==> src/rtl/pio_pinmux_ctrl.sv <==
// pio_pinmux_ctrl
// Registered per-pin function multiplexer for PIO banks with bus-turnaround
// guard on function switch, 2-flop input synchronisers and maskable
// edge-interrupt capture. The top level keeps only the tristate buffers:
// pin = oPIN_OE ? oPIN_OUT : 'z.
//
// Optional feature macro: PIO_PINMUX_FILTER_EN
//   When defined, adds parameter FILT_LEN and a per-pin stability filter
//   after the synchroniser. oPIN_IN_SYNC and edge detection then use the
//   filtered value, giving 2+FILT_LEN cycles of input latency.
//
// Ports:
//   iCLK          block clock
//   iRESET        synchronous active-high reset
//   iMSEL         requested function per pin, SELW bits each
//   iPIO_OUT      function-0 output data
//   iPIO_DIR      function-0 direction, 1 = drive
//   iALT_OUT      alternate outputs, function f pin i at (f-1)*N_PINS+i
//   iALT_OE       alternate output enables, same packing
//   iPIN_IN       raw asynchronous pad inputs
//   iIRQ_RISE_MSK rising edge sets pending
//   iIRQ_FALL_MSK falling edge sets pending
//   iIRQ_CLR      single-cycle clear strobe per pin
//   oPIN_OUT      registered pad data
//   oPIN_OE       registered pad output enable
//   oPIN_IN_SYNC  synchronised (optionally filtered) pad input
//   oIRQ_PEND     sticky per-pin pending flags
//   oIRQ          registered OR of oIRQ_PEND
module pio_pinmux_ctrl #(
  parameter int N_PINS    = 32,
  parameter int N_FUNC    = 4,
  parameter int SELW      = 2,
  parameter int GUARD_CYC = 2
`ifdef PIO_PINMUX_FILTER_EN
  ,
  parameter int FILT_LEN  = 4
`endif
) (
  input  logic                         iCLK,
  input  logic                         iRESET,
  input  logic [N_PINS*SELW-1:0]       iMSEL,
  input  logic [N_PINS-1:0]            iPIO_OUT,
  input  logic [N_PINS-1:0]            iPIO_DIR,
  input  logic [N_PINS*(N_FUNC-1)-1:0] iALT_OUT,
  input  logic [N_PINS*(N_FUNC-1)-1:0] iALT_OE,
  input  logic [N_PINS-1:0]            iPIN_IN,
  input  logic [N_PINS-1:0]            iIRQ_RISE_MSK,
  input  logic [N_PINS-1:0]            iIRQ_FALL_MSK,
  input  logic [N_PINS-1:0]            iIRQ_CLR,
  output logic [N_PINS-1:0]            oPIN_OUT,
  output logic [N_PINS-1:0]            oPIN_OE,
  output logic [N_PINS-1:0]            oPIN_IN_SYNC,
  output logic [N_PINS-1:0]            oIRQ_PEND,
  output logic                         oIRQ
);

  typedef enum logic {ST_ACTIVE, ST_GUARD} state_t;

  localparam logic [3:0] GUARD_RELOAD = 4'(GUARD_CYC - 1);

  // Output select path
  state_t          r_state   [N_PINS];
  state_t          w_state_nx[N_PINS];
  logic [SELW-1:0] r_sel     [N_PINS];
  logic [SELW-1:0] w_sel_nx  [N_PINS];
  logic [SELW-1:0] r_next    [N_PINS];
  logic [SELW-1:0] w_next_nx [N_PINS];
  logic [3:0]      r_cnt     [N_PINS];
  logic [3:0]      w_cnt_nx  [N_PINS];
  logic [N_PINS-1:0] w_oe_nx, w_out_nx;
  logic [N_PINS-1:0] r_oe, r_out;

  // Input path
  logic [N_PINS-1:0] r_s1, r_s2, r_s3;
  logic [N_PINS-1:0] w_in_q;
  logic [N_PINS-1:0] w_rise, w_fall, w_set;
  logic [N_PINS-1:0] r_pend;
  logic              r_irq;

  // Per-pin ACTIVE/GUARD next-state
  always_comb begin
    for (int unsigned i = 0; i < N_PINS; i++) begin
      logic [SELW-1:0] w_req;
      w_req         = iMSEL[i*SELW +: SELW];
      w_state_nx[i] = r_state[i];
      w_sel_nx[i]   = r_sel[i];
      w_next_nx[i]  = r_next[i];
      w_cnt_nx[i]   = r_cnt[i];
      case (r_state[i])
        ST_ACTIVE: begin
          if (w_req != r_sel[i]) begin
            if (GUARD_CYC == 0) begin
              w_sel_nx[i] = w_req;
            end else begin
              w_state_nx[i] = ST_GUARD;
              w_next_nx[i]  = w_req;
              w_cnt_nx[i]   = GUARD_RELOAD;
            end
          end
        end
        ST_GUARD: begin
          if (w_req != r_next[i]) begin
            // A moving request restarts the full turnaround window.
            w_next_nx[i] = w_req;
            w_cnt_nx[i]  = GUARD_RELOAD;
          end else if (r_cnt[i] == 4'd0) begin
            w_sel_nx[i]   = r_next[i];
            w_state_nx[i] = ST_ACTIVE;
          end else begin
            w_cnt_nx[i] = r_cnt[i] - 4'd1;
          end
        end
        default: begin
          w_state_nx[i] = ST_ACTIVE;
        end
      endcase
    end
  end

  // Output mux; selects at or above N_FUNC fall through to tristate.
  always_comb begin
    w_oe_nx  = '0;
    w_out_nx = '0;
    for (int unsigned i = 0; i < N_PINS; i++) begin
      if (r_state[i] == ST_ACTIVE) begin
        if (r_sel[i] == '0) begin
          w_oe_nx[i]  = iPIO_DIR[i];
          w_out_nx[i] = iPIO_OUT[i];
        end else begin
          for (int unsigned f = 1; f < N_FUNC; f++) begin
            if (r_sel[i] == SELW'(f)) begin
              w_oe_nx[i]  = iALT_OE[(f-1)*N_PINS + i];
              w_out_nx[i] = iALT_OUT[(f-1)*N_PINS + i];
            end
          end
        end
      end
    end
  end

  always_ff @(posedge iCLK) begin
    if (iRESET) begin
      for (int unsigned i = 0; i < N_PINS; i++) begin
        r_state[i] <= ST_ACTIVE;
        r_sel[i]   <= '0;
        r_next[i]  <= '0;
        r_cnt[i]   <= '0;
      end
      r_oe  <= '0;
      r_out <= '0;
    end else begin
      for (int unsigned i = 0; i < N_PINS; i++) begin
        r_state[i] <= w_state_nx[i];
        r_sel[i]   <= w_sel_nx[i];
        r_next[i]  <= w_next_nx[i];
        r_cnt[i]   <= w_cnt_nx[i];
      end
      r_oe  <= w_oe_nx;
      r_out <= w_out_nx;
    end
  end

  // Two-flop synchroniser
  always_ff @(posedge iCLK) begin
    if (iRESET) begin
      r_s1 <= '0;
      r_s2 <= '0;
    end else begin
      r_s1 <= iPIN_IN;
      r_s2 <= r_s1;
    end
  end

`ifdef PIO_PINMUX_FILTER_EN
  localparam int FCW = (FILT_LEN > 1) ? $clog2(FILT_LEN) : 1;

  logic [FCW-1:0]    r_fcnt[N_PINS];
  logic [N_PINS-1:0] r_filt;

  // Filtered value follows s2 only after FILT_LEN consecutive differing samples.
  always_ff @(posedge iCLK) begin
    if (iRESET) begin
      for (int unsigned i = 0; i < N_PINS; i++) r_fcnt[i] <= '0;
      r_filt <= '0;
    end else begin
      for (int unsigned i = 0; i < N_PINS; i++) begin
        if (r_s2[i] == r_filt[i]) begin
          r_fcnt[i] <= '0;
        end else if (r_fcnt[i] == FCW'(FILT_LEN - 1)) begin
          r_filt[i] <= r_s2[i];
          r_fcnt[i] <= '0;
        end else begin
          r_fcnt[i] <= r_fcnt[i] + 1'b1;
        end
      end
    end
  end

  assign w_in_q = r_filt;
`else
  assign w_in_q = r_s2;
`endif

  assign w_rise = w_in_q & ~r_s3;
  assign w_fall = ~w_in_q & r_s3;
  assign w_set  = (w_rise & iIRQ_RISE_MSK) | (w_fall & iIRQ_FALL_MSK);

  // Edge history, sticky pending (set beats clear), registered summary IRQ
  always_ff @(posedge iCLK) begin
    if (iRESET) begin
      r_s3   <= '0;
      r_pend <= '0;
      r_irq  <= 1'b0;
    end else begin
      r_s3   <= w_in_q;
      r_pend <= (r_pend & ~iIRQ_CLR) | w_set;
      r_irq  <= |r_pend;
    end
  end

  assign oPIN_OUT     = r_out;
  assign oPIN_OE      = r_oe;
  assign oPIN_IN_SYNC = w_in_q;
  assign oIRQ_PEND    = r_pend;
  assign oIRQ         = r_irq;

endmodule

==> config.mk <==
export PLATFORM = sky130hd
export DESIGN_NAME = pio_pinmux_ctrl
export DESIGN_NICKNAME = d
export VERILOG_FILES = /design/src/rtl/pio_pinmux_ctrl.sv
export SDC_FILE = /design/constraint.sdc
export NUM_CORES = 1
export LEC_CHECK = 0
export BUFFER_PORTS_ARGS = -buffer_cell sky130_fd_sc_hd__clkbuf_2
export CORE_ASPECT_RATIO = 0.6
export CORE_MARGIN = 1.5
export CORE_UTILIZATION = 40
export CTS_BUF_LIST = sky130_fd_sc_hd__clkbuf_8
export CTS_CLUSTER_DIAMETER = 150
export DETAILED_ROUTE_END_ITERATION = 8
export SYNTH_ARGS = -nofsm -noshare
export SYNTH_HDL_FRONTEND = slang
export SYNTH_SLANG_ARGS = --single-unit
==> constraint.sdc <==
create_clock -name iCLK -period 4.7 [get_ports iCLK]
set_input_delay 1.41 -clock iCLK [delete_from_list [all_inputs] [get_ports iCLK]]
set_output_delay 1.41 -clock iCLK [all_outputs]
set_load 0.02 [all_outputs]
==> metrics.yaml <==
status: "finished, final reports clean"
cp_top_family: "flip-flops"
start_kind: "register"
insertion_delay_ns: 0.61
antenna_found_initial: 4
crit_path_end_kind: "output port"
h-tree-depth: 3
wl_per_cell_um: 16.3
ys_ff_latch: 481
setup_violations: 0
grt_pass1_vias: 17900
core_mm2: 0.0526
seq_area_frac_synth_pct: 45.1
syn_area_mm2: 0.0214
crit_path_cell_trace: "clkbuf_2"
crit_slowest_cell: "dfxtp_1"
drive_above_1_share_pct: 28.2
cts_resized: 0
synth.avg_cell_area_um2: 9.60
whs_path_depth: 1
min_to: "oPIN_IN_SYNC[18]"
wl_um: 58100
cts.clk_slew.worst_paths_ns: 0.08
r2r-end: "r_cnt[1][24]"
vias_per_cell: 5.22
cts_setup_buffers: 0
worstPathRequired_ns: 3.29
grt_pass1_wl_um: 92000
path_class: "register to output port"
hold_start: "r_s1[18]"
setup_tns_ns: 0
reg2reg_from: "r_cnt[1][24]"
drv_slew: 0
yosysTopAreaCell: "dfxtp_1"
fp-row-count: 65
synth_most_common_cell: "dfxtp_1"
start_util_pct: 40.6
place_congestion: 0.976
worst_path_largest_cell_delay_ns: 0.49
numCtsBuffers: 75
ir_worst_vdd_v: 0.000213
seqPwrFrac_pct: 47.5
cts_tree: "built"
hpwl_um: 43800
num_vias: 18600
rsz0062_at_grt: "false"
area_growth_pct: 24.0
fin_area_mm2: 0.0265
drtAntennaViolNets: 0
path_buf_inv: 1
regArea_mm2: 0.00963
synth.area.top_cells: "dfxtp_1, mux4_2, mux2i_1, nor3b_1, nand2_1"
swShare_pct: 26.6
ios: 579
cts_hold_buffers: 0
tightest_slew_ns: 0.922
relSlewSlack_pct: 37.9
syn_inst: 2225
nFillCells: 4936
multi_input_area_mm2: 0.0109
async_flop_share_pct: 0
grt_max_degree: 176
p_sw_uw: 2490
fin_crit_sh_pct: 58.6
fmaxAchievable_ghz: 0.363
r2r_slack_ns: 2.78
groute.usage.overall_pct: 20.6
clkPwrFrac_pct: 40.0
yosys_most_used_dff: "dfxtp_1"
yosysWarnings: 0
cts_sinks: 481
die-width_um: 301
ys_top_cells_by_count: "dfxtp_1, nand2_1, nor2_1"
hold_violations: 0
p_leak_uw: 0.0112
synth_cell_types: 49
cts_buffer_depth: 3
fin_worst_skew_ns: 0.0201
post_dp_cell_area_mm2: 0.0249
first_pass_iters: 5
largest_register_ffs: 128
power_density_mw_per_mm2: 352
dr.first_iter.drc_count: 1089
dieArea_mm2: 0.0548
fin_crit_ns: 2.75
synth_nets: 2707
drc: 0
reg_top3: "r_cnt: 128 flops, r_next: 64 flops, r_sel: 64 flops"
rr_worst_depth: 6
numPortBuffers: 578
p_int_uw: 6850
synth_edf_count: 0
cp.arrival_ns: 1.34
hold_class: "register to register"
grt-ovfl-total: 0
path_max_fanout: 3
drv_cap: 0
synthDominantCellAreaShare_pct: 45.1
clockRootBuffer: "clkbuf_8"
power_frac_comb_pct: 12.5
die_h_um: 182
regMostFlops: "r_cnt"
nets: 3286
## power by group through the flow
stage               logic (uW)  registers [uW]  clock network, uW
floorplan                  682            4540                  0
global placement          1130            4520                  0
detailed placement        1160            4520                  0
CTS                       1160            4440               3880
global route              1290            4460               4070
finish                    1160            4440               3730
## area by class of cell
cell class / count / area share, %
multi-input combinational: 1534 / 41.2
timing repair buffer: 583 / 11.2
sequential: 481 / 36.4
inverter: 129 / 1.83
clock inverter: 37 / 1.04
clock buffer: 97 / 5.04
antenna: 2 / 0.0189
tap: 703 / 3.32
## layout by cell type (no fill, tap or decap), types with 6 or more instances in the layout
cell and count:
a211oi_1 7, a21o_1 10, a21oi_1 106, a31o_2 15, a31oi_1 83, and3_1 37
and4_1 9, clkbuf_2 577, clkbuf_8 97, clkinv_2 11, dfxtp_1 481, ha_1 32
inv_1 145, mux2i_1 80, mux4_2 59, nand2_1 159, nand2b_1 6, nand3_1 72
nand3b_1 33, nand4_1 51, nand4b_1 20, nor2_1 144, nor2b_1 90, nor3_1 43
nor3b_1 87, nor4_1 24, o211ai_1 9, o21ai_0 23, o22ai_1 31, o31ai_1 7
or3_1 82, or3b_2 21, or4_1 21, xnor2_1 64, xor2_1 66
## per-layer routing
metal	part of all wire, %	vias to the layer above	GRT usage (%)
met1	45	8836	27.8
met3	6.3	104	4.89
li1	-	9212	-
met4	2.2	2	5.63
met2	46	473	32.7
met5	0.022	-	0
## how the worst max path moves through the flow
stage / startpoint / end / cells past startpoint
after floorplan: iMSEL[57] / r_cnt[1][51] / 5
after global placement: iRESET / r_cnt[0][62] / 6
after detailed placement: iRESET / r_cnt[0][62] / 6
after CTS: oPIN_IN_SYNC[23] / oPIN_IN_SYNC[23] / 1
after global routing: oIRQ_PEND[6] / oIRQ_PEND[6] / 1
final: oIRQ_PEND[6] / oIRQ_PEND[6] / 1
## metrics by stage
step | hold slack (ns) | setup slack [ns] | total power, uW | std cells | util (%)
6_report | 0.431 | 1.95 | 9330 | 3566 | 50.3
3_5_place_dp | 0.424 | 1.67 | 5680 | 3430 | 47.3
4_1_cts | 0.434 | 1.88 | 9480 | 3564 | 50.3
3_3_place_gp | 0.417 | 1.66 | 5650 | 3430 | 47.3
2_1_floorplan | 0.414 | 2.22 | 5220 | 2225 | -
5_1_grt | 0.439 | 1.87 | 9810 | 3565 | 50.3
## cells by family after synthesis
kind of cell | count (synthesis) | synth area share (%)
simple gates | 919 | 24.4
flops | 481 | 45.1
compound gates | 309 | 8.87
buf+inv | 210 | 3.87
mux | 144 | 10.6
xor+xnor | 130 | 5.33
fa+ha+maj | 32 | 1.87
Power figures use the tool's default switching activity.
